## config.mk

```make
export PLATFORM = sky130hd
export DESIGN_NAME = hazard_ctrl
export DESIGN_NICKNAME = d
export VERILOG_FILES = /design/src/rtl/hazard_pkg.sv /design/src/rtl/sat_counter.sv /design/src/rtl/hazard_ctrl.sv
export SDC_FILE = /design/constraint.sdc
export NUM_CORES = 1
export LEC_CHECK = 0
export CAP_MARGIN = 20
export CORE_MARGIN = 1
export CORE_UTILIZATION = 48
export CTS_BUF_LIST = sky130_fd_sc_hd__clkbuf_8
export CTS_CLUSTER_SIZE = 12
export DETAILED_ROUTE_END_ITERATION = 8
export GPL_ROUTABILITY_DRIVEN = 0
export GPL_TIMING_DRIVEN = 0
export PLACE_DENSITY = 0.79
export SLEW_MARGIN = 0
export SYNTH_ARGS = -nofsm -noshare
export SYNTH_HDL_FRONTEND = slang
export SYNTH_SLANG_ARGS = --single-unit
export TNS_END_PERCENT = 50
```

## constraint.sdc

```tcl
create_clock -name clk -period 2.7 [get_ports clk]
set_input_delay 0.405 -clock clk [delete_from_list [all_inputs] [get_ports clk]]
set_output_delay 0.405 -clock clk [all_outputs]
set_load 0.005 [all_outputs]
```

## src/rtl/hazard_pkg.sv

```systemverilog
// Shared types and constants for the pipeline hazard controller.
package hazard_pkg;

    typedef enum logic [1:0] {
        RUN      = 2'd0,
        FLUSH    = 2'd1,
        MEM_WAIT = 2'd2
    } state_t;

    localparam logic [4:0] REG_X0 = 5'd0;

    // Bundle of pipeline-control outputs, driven as one unit per state/case.
    typedef struct packed {
        logic muxsel;
        logic pc_write;
        logic if_id_write;
        logic if_id_flush;
        logic id_ex_write;
    } ctrl_t;

    localparam ctrl_t RUN_OUTS      = '{muxsel: 1'b0, pc_write: 1'b1, if_id_write: 1'b1,
                                        if_id_flush: 1'b0, id_ex_write: 1'b1};
    localparam ctrl_t BUBBLE_OUTS   = '{muxsel: 1'b1, pc_write: 1'b1, if_id_write: 1'b1,
                                        if_id_flush: 1'b1, id_ex_write: 1'b1};
    localparam ctrl_t FREEZE_OUTS   = '{muxsel: 1'b0, pc_write: 1'b0, if_id_write: 1'b0,
                                        if_id_flush: 1'b0, id_ex_write: 1'b0};
    localparam ctrl_t LOAD_USE_OUTS = '{muxsel: 1'b1, pc_write: 1'b0, if_id_write: 1'b0,
                                        if_id_flush: 1'b0, id_ex_write: 1'b1};
    localparam ctrl_t RESET_OUTS    = '{muxsel: 1'b1, pc_write: 1'b0, if_id_write: 1'b0,
                                        if_id_flush: 1'b1, id_ex_write: 1'b1};

    // A load in EX whose destination is read by the instruction in ID.
    function automatic logic load_use(input logic [4:0] rs1, input logic [4:0] rs2,
                                      input logic use_rs1, input logic use_rs2,
                                      input logic [4:0] rd, input logic mem_read);
        return mem_read && (rd != REG_X0) &&
               ((use_rs1 && (rs1 == rd)) || (use_rs2 && (rs2 == rd)));
    endfunction

endpackage

```

## src/rtl/sat_counter.sv

```systemverilog
// Event counter that sticks at all-ones instead of wrapping.
module sat_counter #(
    parameter int W = 32
) (
    input  logic         clk,
    input  logic         rst,
    input  logic         inc,
    output logic [W-1:0] count
);

    // Count qualifying cycles, holding at the maximum value.
    always_ff @(posedge clk or posedge rst) begin
        if (rst) begin
            count <= '0;
        end else if (inc && (count != '1)) begin
            // NOTE: state registers use non-blocking assignment so every flop samples pre-edge values.
            count <= count + 1'b1;
        end
    end

endmodule

```

## src/rtl/hazard_ctrl.sv

```systemverilog
// Hazard controller: load-use bubbles, branch flushes and memory-wait freezes
// for a 5-stage RV32 pipeline, with saturating stall/flush counters.
import hazard_pkg::*;

module hazard_ctrl #(
    parameter int FLUSH_CYCLES = 1,
    parameter int TIMEOUT      = 255,
    parameter int CNT_W        = 32
) (
    input  logic             clk,
    input  logic             rst,
    input  logic [4:0]       id_rs1,
    input  logic [4:0]       id_rs2,
    input  logic             id_uses_rs1,
    input  logic             id_uses_rs2,
    input  logic [4:0]       ex_rd,
    input  logic             ex_mem_read,
    input  logic             branch_taken,
    input  logic             dmem_req,
    input  logic             dmem_ready,
    output logic             muxsel,
    output logic             pc_write,
    output logic             if_id_write,
    output logic             if_id_flush,
    output logic             id_ex_write,
    output logic             mem_timeout,
    output logic [CNT_W-1:0] stall_cnt,
    output logic [CNT_W-1:0] flush_cnt
);

    localparam int FLUSH_W = 3;
    localparam int WAIT_W  = 16;

    state_t              state_q, state_d;
    logic [FLUSH_W-1:0]  flush_q, flush_d;
    logic [WAIT_W-1:0]   wait_q, wait_d;
    ctrl_t               outs;
    logic                lu;
    logic                mem_stall;
    logic                timeout_hit;

    assign lu        = load_use(id_rs1, id_rs2, id_uses_rs1, id_uses_rs2, ex_rd, ex_mem_read);
    assign mem_stall = dmem_req && !dmem_ready;

    // Next-state and Mealy control outputs; reset overrides everything.
    always_comb begin
        // NOTE: every signal gets a default first so no path leaves one unassigned (no latches).
        state_d = state_q;
        flush_d = flush_q;
        wait_d  = wait_q;
        outs    = RUN_OUTS;
        unique case (state_q)
            RUN: begin
                if (mem_stall) begin
                    outs    = FREEZE_OUTS;
                    state_d = MEM_WAIT;
                    wait_d  = WAIT_W'(1);
                end else if (branch_taken) begin
                    outs = BUBBLE_OUTS;
                    if (FLUSH_CYCLES > 1) begin
                        state_d = FLUSH;
                        flush_d = FLUSH_W'(FLUSH_CYCLES - 1);
                    end
                end else if (lu) begin
                    outs = LOAD_USE_OUTS;
                end
            end
            FLUSH: begin
                if (mem_stall) begin
                    // The freeze holds the pipeline, so the pending flush is dropped.
                    outs    = FREEZE_OUTS;
                    state_d = MEM_WAIT;
                    wait_d  = WAIT_W'(1);
                    flush_d = '0;
                end else begin
                    outs    = BUBBLE_OUTS;
                    flush_d = flush_q - 1'b1;
                    if (flush_q <= FLUSH_W'(1)) begin
                        state_d = RUN;
                        flush_d = '0;
                    end
                end
            end
            MEM_WAIT: begin
                outs = FREEZE_OUTS;
                if (dmem_ready) begin
                    state_d = RUN;
                end else if (wait_q != WAIT_W'(TIMEOUT)) begin
                    wait_d = wait_q + 1'b1;
                end
            end
            default: begin
                state_d = RUN;
            end
        endcase
        if (rst) begin
            outs = RESET_OUTS;
        end
    end

    assign timeout_hit = (state_d == MEM_WAIT) && (wait_d == WAIT_W'(TIMEOUT));

    // State, sequencing counters and the sticky timeout flag.
    always_ff @(posedge clk or posedge rst) begin
        if (rst) begin
            state_q     <= RUN;
            flush_q     <= '0;
            wait_q      <= '0;
            mem_timeout <= 1'b0;
        end else begin
            state_q     <= state_d;
            flush_q     <= flush_d;
            wait_q      <= wait_d;
            mem_timeout <= mem_timeout || timeout_hit;
        end
    end

    assign muxsel      = outs.muxsel;
    assign pc_write    = outs.pc_write;
    assign if_id_write = outs.if_id_write;
    assign if_id_flush = outs.if_id_flush;
    assign id_ex_write = outs.id_ex_write;

    sat_counter #(.W(CNT_W)) u_stall_cnt (
        .clk   (clk),
        .rst   (rst),
        .inc   (!outs.pc_write),
        .count (stall_cnt)
    );

    sat_counter #(.W(CNT_W)) u_flush_cnt (
        .clk   (clk),
        .rst   (rst),
        .inc   (outs.if_id_flush),
        .count (flush_cnt)
    );

endmodule

```

# == After elaboration in Yosys (flattened, before gate mapping) ==
# Cells that the tools add are included.
# classes
eq_ne,9
reduce_logical,15
order_cmp,1
n_mux,17
addsub,4
# ops
operator,n
$add A32 B1 Y32 const B,2
$ne A32 B32 Y1 const B,2
$mux W16,3
$pmux W16 S2,1
$mux W5,5
$add A16 B1 Y16 const B,1
$eq A16 B8 Y1 const B,1
$ne A16 B8 Y1 const B,1
$pmux W5 S3,1
$eq A5 B5 Y1,2
$logic_and A1 B1 Y1,8
$mux W2,4
$mux W3,2
$pmux W2 S3,1
$reduce_bool A5 Y1,1
$eq A2 B2 Y1 const B,2
$le A3 B1 Y1 const B,1
$sub A3 B1 Y3 const B,1
$eq A2 B1 Y1 const B,1
$logic_not A1 Y1,2
$logic_not A2 Y1,1
$logic_or A1 B1 Y1,2
$reduce_or A2 Y1,1
# totals
wordCells,52
ff_bits,86
in_bits,23
output_inout_bits,70

# == Logic depth before layout (Yosys ltp) ==
# logic_depth
word_depth,11
ltp_mapped,9
mapped_depth_nobuf,9

# == Modules after synthesis ==
# From an unflattened synthesis, not the netlist that was laid out.
# hier_totals
hier_cells,452
hier_area_um2,4599.4
# modules_own_cells
mod,area_each_um2,cells_per_inst,n_inst,seq_area_each_um2
sat_counter,1561.5,139,2,800.8
hazard_ctrl,1476.4,174,1,550.5

# == Least setup slack after synthesis ==
# OpenSTA, ideal clock, no wires.
# synth_timing
path_type,input-to-output
start,input rst
end,output id_ex_write
stages,2
slack_ns,-0.288
t_required_ns,2.295
path_buffers,0
arrival_time_ns,2.583
path_cell_list,inv_1 o21ai_0
# synth_via
elab_chain_len,1
# synth_rtl
item,line_no,text
from (decl),hazard_ctrl.sv:11,"input logic rst,"
$mux W5,hazard_ctrl.sv:96,if (rst) begin
to (decl),hazard_ctrl.sv:25,"output logic id_ex_write,"
# Every way passes these cells.

# == Worst setup path after layout ==
# layout_timing
start,input dmem_req
end,output if_id_write
# layout_via
elab_chain_len,4
elab_cells_between_ends,5
cone_classes,mux: 4; reduce/logical: 1
# layout_rtl
item,line_no,text
from (decl),hazard_ctrl.sv:19,"input logic dmem_req,"
$logic_and A1 B1 Y1 (*),hazard_ctrl.sv:43,assign mem_stall = dmem_req && !dmem_ready;
"$mux W5, on equally long branches","hazard_ctrl.sv:69, hazard_ctrl.sv:54",
$pmux W5 S3 (*),hazard_ctrl.sv:52,unique case (state_q)
$mux W5 (*),hazard_ctrl.sv:96,
to (decl),hazard_ctrl.sv:23,"output logic if_id_write,"
# Every way passes the cells marked *; elsewhere a longest branch is shown, timed or not.

==> results by group <==
Layout
  – Layout cells sized above 1: 9.239%
  – Area Overhead vs Synth: 30.53%
  – Fin nets: 574
  – Fill count: 723
  – Antenna diode count: 0

Timing
  – Final hold vios: 0
  – Final setup margin: 0.07875 ns
  – Final Skew: 0.01227 ns
  – Final count of negative-setup-slack endpoints: 0
  – Final min period: 2.621 ns
  – Max-slew headroom: 61.38%
  – Hold WS: 0.4807 ns
  – Fin. max-slew vios: 0
  – RSZ-0062 raised after global routing: false
  – Upper clock frequency limit: 381.5 MHz
  – Worst slew pin tran: 0.5761 ns
  – Final TNS setup: 0 ns
  – Tcrit/Tclk final: 97.08%

Synth
  – Post-synth top cells: dfrtp_1, xnor2_1, nand2_1, nand3_1, nand4_1
  – Top cell type's share of synthesized area: 48.63%
  – Ys flop type: dfrtp_1
  – Largest cells by area after synthesis: dfrtp_1, xnor2_1, nand3_1
  – EDFF count, synth: 0
  – Yosys warnings: 0
  – Number of synthesized register bits: 86
  – Syn_nets: 465
  – Sequential fraction of the synthesis area: 48.63%
  – Post-Synthesis Cells: 438
  – Async SR Flop Fraction: 100.0%
  – Mapped cell area: 4425 µm²
  – Synth Area per Inst: 10.10 µm²
  – Synth area leader: dfrtp_1
  – Distinct cells, synth: 50
  – Most frequent cell after synthesis: dfrtp_1

GRT
  – Vias in the first global route: 3624
  – Total grt overflow: 0
  – Total track usage: 22.86%
  – First-pass GRT wire length: 17480 µm
  – Initial antenna violation count: 0
  – Largest net degree at the start of global routing: 39

CTS
  – Root Buffer: clkbuf_8
  – Htree depth: 3
  – Num CTS Buffers: 9
  – CTS tree: built
  – Clock sink count: 86
  – Hold_buf cts: 0
  – Worst-path clk slew: 0.09 ns
  – Clk Latency, worst-skew pair: 0.35 ns
  – CTS Buffer Depth: 2

Floorplan
  – Cell row count: 34
  – DIE WIDTH: 98.02 µm
  – Initial Util: 50.26%
  – Die ar.: 9608 µm²
  – Core Area: 8806 µm²
  – Ports: 93
  – DIE HEIGHT: 98.02 µm

Setup path
  – WP data arrival: 2.22 ns
  – Critical setup path kind: in -> out
  – Startpoint types: input port
  – Worst Path Required: 2.30 ns
  – Endpoint class of the critical path: output port
  – Largest fanout on the critical path: 5

Route
  – Final ANT Viol Nets: 0
  – Final WL: 10310 µm
  – WL met1: 4542 µm
  – Max Used Layer: met4
  – Iter 0 DRT Violations: 170
  – Vias per cell: 5.553
  – Routed vias: 3665
  – Per-cell routed wire length: 15.63 µm
  – Met2 WL post-DR: 4973 µm
  – Drt first pass iters: 9
  – Met3 routed WL: 630 µm
  – DRC viols: 11

Status
  – Failing checks: design-rule violations
  – Status: finished, violations left

Worst hold path
  – Min-Delay Path Class: reg -> reg

Placed design
  – HPWL Detailed: 7578 µm
  – Pre-CTS WS: -0.5778 ns
  – Port-buffer cells: 92

Power
  – VDD IR max: 0.0003393 V
  – PwrDens: 549.6 nW/µm²
  – Leakage: 2.503 nW

Run
  – Max-cap violations: 0
## state kept, by name, indices dropped and copies added, names as in the netlist
signal / count
flush_q: 3
mem_timeout: 1
wait_q: 16
state_q: 2
u_flush_cnt.count: 32
u_stall_cnt.count: 32
## report_power, final
group          leakage, nW  switching [mW]  internal, mW  total (mW)
Combinational         1.26           0.302         0.402       0.704
Clock                0.105           0.463         0.431       0.894
Sequential            1.14           0.162          1.41        1.58
Total                 2.50           0.927          2.25        3.17
## layer usage
| metal | vias to the layer above | track usage (%) |
|---|---|---|
| met1 | 1784 | 30.04 |
| met3 | 14 | 5.798 |
| met4 | 0 | 8.392 |
| met2 | 99 | 36.62 |
| li1 | 1768 | - |
| met5 | - | 0 |
## repair_timing
item	in CTS	in global routing
cloned	1	0
endpoints found under the hold margin	0	0
pin swaps	4	2
gates resized for setup	21	0
endpoints found under the setup margin	5	1
buffers inserted	3	0
## worst max-delay path, cell delays in order
cell and delay (ns):
clkdlybuf4s50_1 0.42, nor2b_4 0.15, and2_4 0.19, or3_4 0.34, a21oi_4 0.17, clkdlybuf4s50_1 0.54
## cell families after synthesis
| group | Yosys count | share of synthesized area (%) |
|---|---|---|
| multiplexers | 7 | 1.640 |
| adder cells (fa/ha/maj) | 4 | 1.131 |
| AO/OA/AOI/OAI | 37 | 5.881 |
| flip-flops | 86 | 48.63 |
| AND/OR/NAND/NOR | 207 | 26.12 |
| XOR/XNOR | 72 | 14.25 |
| buffers and inverters | 25 | 2.347 |
## metrics by stage
step | util [%] | total power, mW | std cells | area (µm²)
finish | 65.60 | 3.175 | 660 | 5777
detailed placement | 62.75 | 2.299 | 640 | 5525
CTS | 65.60 | 3.203 | 660 | 5777
floorplan | - | 1.904 | 438 | 4429
global route | 65.60 | 3.350 | 660 | 5777
global placement | 62.29 | 2.253 | 638 | 5485
## final cells by class
class,count,area [µm²],share of cell area [%]
Clock buffer,9,123.9,2.144
Timing Repair inverter,1,5.005,0.08664
Inverter,13,52.55,0.9097
Tap cell,108,135.1,2.339
Sequential cell,86,2152,37.25
Clock inverter,7,73.82,1.278
Multi-Input combinational cell,327,2211,38.27
Timing Repair Buffer,97,968.4,16.76
Buffer,12,55.05,0.9530
## worst paths after layout
kind / startpoint / endpoint / slack [ns] / cells after the start
worst min register to register: mem_timeout$_DFF_PP0_ / mem_timeout$_DFF_PP0_ / 0.48 / 1
worst min-delay path: mem_timeout$_DFF_PP0_ / mem_timeout$_DFF_PP0_ / 0.48 / 1
worst max register to register: u_flush_cnt.count[9]$_DFFE_PP0P_ / u_flush_cnt.count[13]$_DFFE_PP0P_ / 0.27 / 7
min in group asynchronous: rst / u_flush_cnt.count[21]$_DFFE_PP0P_ / 0.56 / 2
max in group asynchronous: rst / u_stall_cnt.count[9]$_DFFE_PP0P_ / 1.64 / 3
worst max-delay path: dmem_req / if_id_write / 0.08 / 6
## cell usage in the layout, fill, tap and decap left out, types with 13 or more instances in the layout
cell type | synthesis | layout
xnor2_1 | 52 | 52
nand3_1 | 43 | 43
xor2_1 | 20 | 20
nor3_1 | 14 | 13
o21ai_0 | 13 | 13
and3_1 | 19 | 19
inv_1 | 13 | 13
dfrtp_1 | 86 | 86
nor2_1 | 24 | 24
nand2_1 | 44 | 44
clkdlybuf4s50_1 | 0 | 84
nand4_1 | 25 | 25
Power figures use the tool's default switching activity.
